$ cat config.mk
export PLATFORM = sky130hd
export DESIGN_NAME = clkdiv
export DESIGN_NICKNAME = d
export VERILOG_FILES = /design/src/rtl/clkdiv.sv
export SDC_FILE = /design/constraint.sdc
export NUM_CORES = 1
export LEC_CHECK = 0
export ABC_AREA = 1
export CORE_UTILIZATION = 58
export DETAILED_ROUTE_END_ITERATION = 8
export PLACE_DENSITY = 0.83
export SKIP_CTS_REPAIR_TIMING = 1
export SYNTH_ARGS = -nofsm -noshare
export SYNTH_HDL_FRONTEND = slang
export SYNTH_SLANG_ARGS = --single-unit
$ cat constraint.sdc
create_clock -name clk -period 1.8 [get_ports clk]
set_clock_uncertainty 0.05 [all_clocks]
set_input_delay 0.36 -clock clk [delete_from_list [all_inputs] [get_ports clk]]
set_output_delay 0.36 -clock clk [all_outputs]
set_load 0.01 [all_outputs]
$ cat src/rtl/clkdiv.sv
// Free-running clock divider: one up-counter, three outputs taken straight from counter bits.
// Latency: each output is a flop bit, so it changes on the same edge the counter does.
// No handshake and no backpressure: the counter advances on every clock edge while clr is high.
module clkdiv #(
    parameter int CNT_WIDTH = 24,
    parameter int TAP_25    = 0,
    parameter int TAP_190   = 17,
    parameter int TAP_3     = 23
) (
    input  logic clk,
    input  logic clr,
    output logic clk190,
    output logic clk25,
    output logic clk3
);

    localparam logic [CNT_WIDTH-1:0] CNT_ONE = {{(CNT_WIDTH-1){1'b0}}, 1'b1};

    logic [CNT_WIDTH-1:0] q;

    // A tap that falls outside the counter is a build error, not a silent zero.
    generate
        if (TAP_25 < 0 || TAP_25 >= CNT_WIDTH ||
            TAP_190 < 0 || TAP_190 >= CNT_WIDTH ||
            TAP_3 < 0 || TAP_3 >= CNT_WIDTH) begin : g_bad_tap
            $error("clkdiv: tap index outside counter width");
        end
    endgenerate

    always_ff @(posedge clk or negedge clr) begin
        if (!clr) begin
            q <= '0;
        end else begin
            q <= q + CNT_ONE;
        end
    end

    assign clk25  = q[TAP_25];
    assign clk190 = q[TAP_190];
    assign clk3   = q[TAP_3];

endmodule

Word-level counts from Yosys, hierarchy flattened --
Cells that the tools add are included.
Operators by class: $add $sub $neg 1
Operator list (number):
- $add A24 B1 Y24 const B | 1
Word-level totals: register bits after elaboration 24, output and inout bits 3, logic and storage cells 2

Depth between registers and ports, before layout --
word-level depth 1, gate-level depth with buffers 8

Worst setup path after synthesis --
Ideal clock, no wire load.
path kind register to register, from register q[0], to register q[16], library setup time 117 ps, arrival time 1175 ps, required time 1633 ps, path slack 459 ps, stages on the path, launching flop included 9, buffers on the path 0, period minus slack after synthesis 1341 ps, cells stage by stage dfrtp_1 ha_1 nand2_1 nor2_4 nand2_1 nor2_4 nand2_1 nand2_1 nand2_1
On the way: word-level cells in the longest chain between the ends 1
Ends and longest elaborated chain:
- from (decl) | RTL line 19 | logic [CNT_WIDTH-1:0] q;
- from (signal assigned) | RTL line 34 | q <= q + CNT_ONE;
- $add A24 B1 Y24 | RTL line 34
No other way between the ends.

Final worst setup path --
from register q[17], to output clk190
RTL lines:
- to (decl) | RTL line 12 | output logic clk190,
No word-level cell between the ends.

==> flow_summary.ini <==
[yosys]
ys_async_sr_fraction_pct = 100
yosysSeqAreaShare_pct = 49.4
synth_edf_count = 0
synth_common_cells = nand2_1, dfrtp_1, nor2_1, inv_1, xor2_1
synth_flop_cell = dfrtp_1
yosysMostFrequentCell = nand2_1
yosys_register_bits = 24
yosysUniqueCellTypes = 15
synthesis.area_sq_um = 1220
synth_cells = 146
yosys-top-cells-area = dfrtp_1, nand2_1, nor2_1, xor2_1, nor2_4
synth_warnings = 0
syn_nets = 149
synth_top_cell_area_share_pct = 49.4
synth_largest_area_cell = dfrtp_1
syn_area_per_cell_sq_um = 8.33

[worst_setup_path]
path_class = reg2out
cp.depth = 1
critPathLaunch = q[17]
crit_slowest_cell = clkdlybuf4s50_1
crit_family = buffers and inverters
worstPathRequired_ps = 1390
crit_buf_inv = 1
worst_setup_path_end_kind = primary output
startpoint_type = register
endpoint = clk190
path_cells = clkdlybuf4s50_1
critPathMaxStageDelay_ps = 570
timing.rr.end = q[16]
path_max_fanout = 5
crit_arrival_ps = 1340
r2r-start = q[0]
ff2ff_path_depth = 8
reg2reg_slack_ps = 360

[run]
maxCapViolCount = 0

[finish]
top_regs = q (24)
area_growth_pct = 11.0
nets = 159
largest_register_ffs = 24
diodes = 0
drive_above_1_share_pct = 9.68
final_cells = 182
postLayoutCoreUtil_pct = 68.8
top_register = q
finalInstanceArea_sq_um = 1350

[timing]
tns_ps = 0
slew_headroom_pct = 80.2
hold_viol_final = 0
grt_setup_unrepaired = false
tightest_slew_ps = 296
fin_hold_ws_ps = 324
finalCritPeriodShare_pct = 97.1
finalCriticalPeriod_ps = 1750
fmax_ghz = 0.572
setup_ws_ps = 52.8
final-max-slew-violation-count = 0
finalSetupViolCount = 0

[die]
num_rows = 16
die_y_um = 47.8
die-area_sq_um = 2280
start_util_pct = 62.0
die_width_um = 47.8
core_area_sq_um = 1960
io_pins = 5

[global_routing]
grtUsageTotal_pct = 21.8
grt_remaining_overflow = 0
grt_pass1_wl_um = 3410
antenna_found_initial = 0
grt_max_degree = 25
grt_pass1_vias = 814

[drt]
firstDrtPassIters = 4
vias_per_cell = 5.14
drc = 0
drt_iter0_drc = 27
wl_per_cell_um = 11.5
vias = 936
ant_nets = 0
wl_um = 2090

[cts]
clk_latency_ps = 330
clk_pin_slew_ps = 130
cts_sinks = 24
clock-root-buffer = clkbuf_4
numCtsBuffers = 3
cts_max_level = 1
clock_path_buffers = 2
cts_tree = built

[placement]
place_area_sq_um = 1300
routabilityCongestion = 0.847
portBuffers = 4
hpwlAfterDp_um = 1540
place_inst = 178
dpl_worst_slack_ps = 372

[power_and_ir_drop]
swShare_pct = 18.8
combPwrFrac_pct = 1.4
power_mw = 0.946
power_density_nw_per_um2 = 701
internal_power_mw = 0.768
power_switching_mw = 0.178
p_clk_share_pct = 41.6
ir_drop_mv = 0.574
leakage_nw = 0.600
p_seq_share_pct = 57.0

[run_status]
status = finished clean

[min_path]
hold_path_class = in2async
[power groups by stage]
| stage | registers, mW | clock network, mW | logic [mW] |
|---|---|---|---|
| after global routing | 0.539 | 0.421 | 0.0164 |
| after floorplan | 0.550 | 0 | 0.000000231 |
| after CTS | 0.539 | 0.398 | 0.0144 |
| after global placement | 0.549 | 0 | 0.0143 |
| after detailed placement | 0.549 | 0 | 0.0143 |
| final | 0.539 | 0.393 | 0.0133 |
[cell families after synthesis]
group | synth area share [%]
compound gates | 0.823
xor+xnor | 9.36
flops | 49.4
buf+inv | 4.01
fa+ha+maj | 1.03
simple gates | 35.4
[area by class of cell]
cell class | instances | area [sq um]
tap | 27 | 33.8
fill | 171 | 612
multi-input combinational | 109 | 567
clock inverter | 1 | 30.0
timing repair buffer | 5 | 47.5
clock buffer | 3 | 22.5
sequential | 24 | 601
inverter | 13 | 48.8
[metal layers]
layer,track usage (%),part of all wire [%],vias up
li1,-,-,466
met1,27.8,45,443
met2,36.5,49,23
met3,7.92,5.6,4
met4,3.33,0.67,0
met5,0,0,-
[placed cells by master (no fill, tap or decap), drive strengths merged, types with 2 or more instances in the layout]
cell           netlist  final
xor2                 7      7
dfrtp               24     24
clkdlybuf4s50        0      4
inv                 13     13
clkbuf               0      3
o21ai                2      2
nor2                27     27
xnor2                6      6
nand3                6      6
nand2               53     53
nand3b               5      5
[worst min-delay path by stage]
stage	depth (start not counted)	endpoint	slack (ps)
floorplan	0	q[0]	10
CTS	2	q[6]	330
detailed placement	1	q[1]	430
finish	2	q[5]	320
global placement	2	q[23]	420
global route	2	q[6]	360
Power figures use the tool's default switching activity.
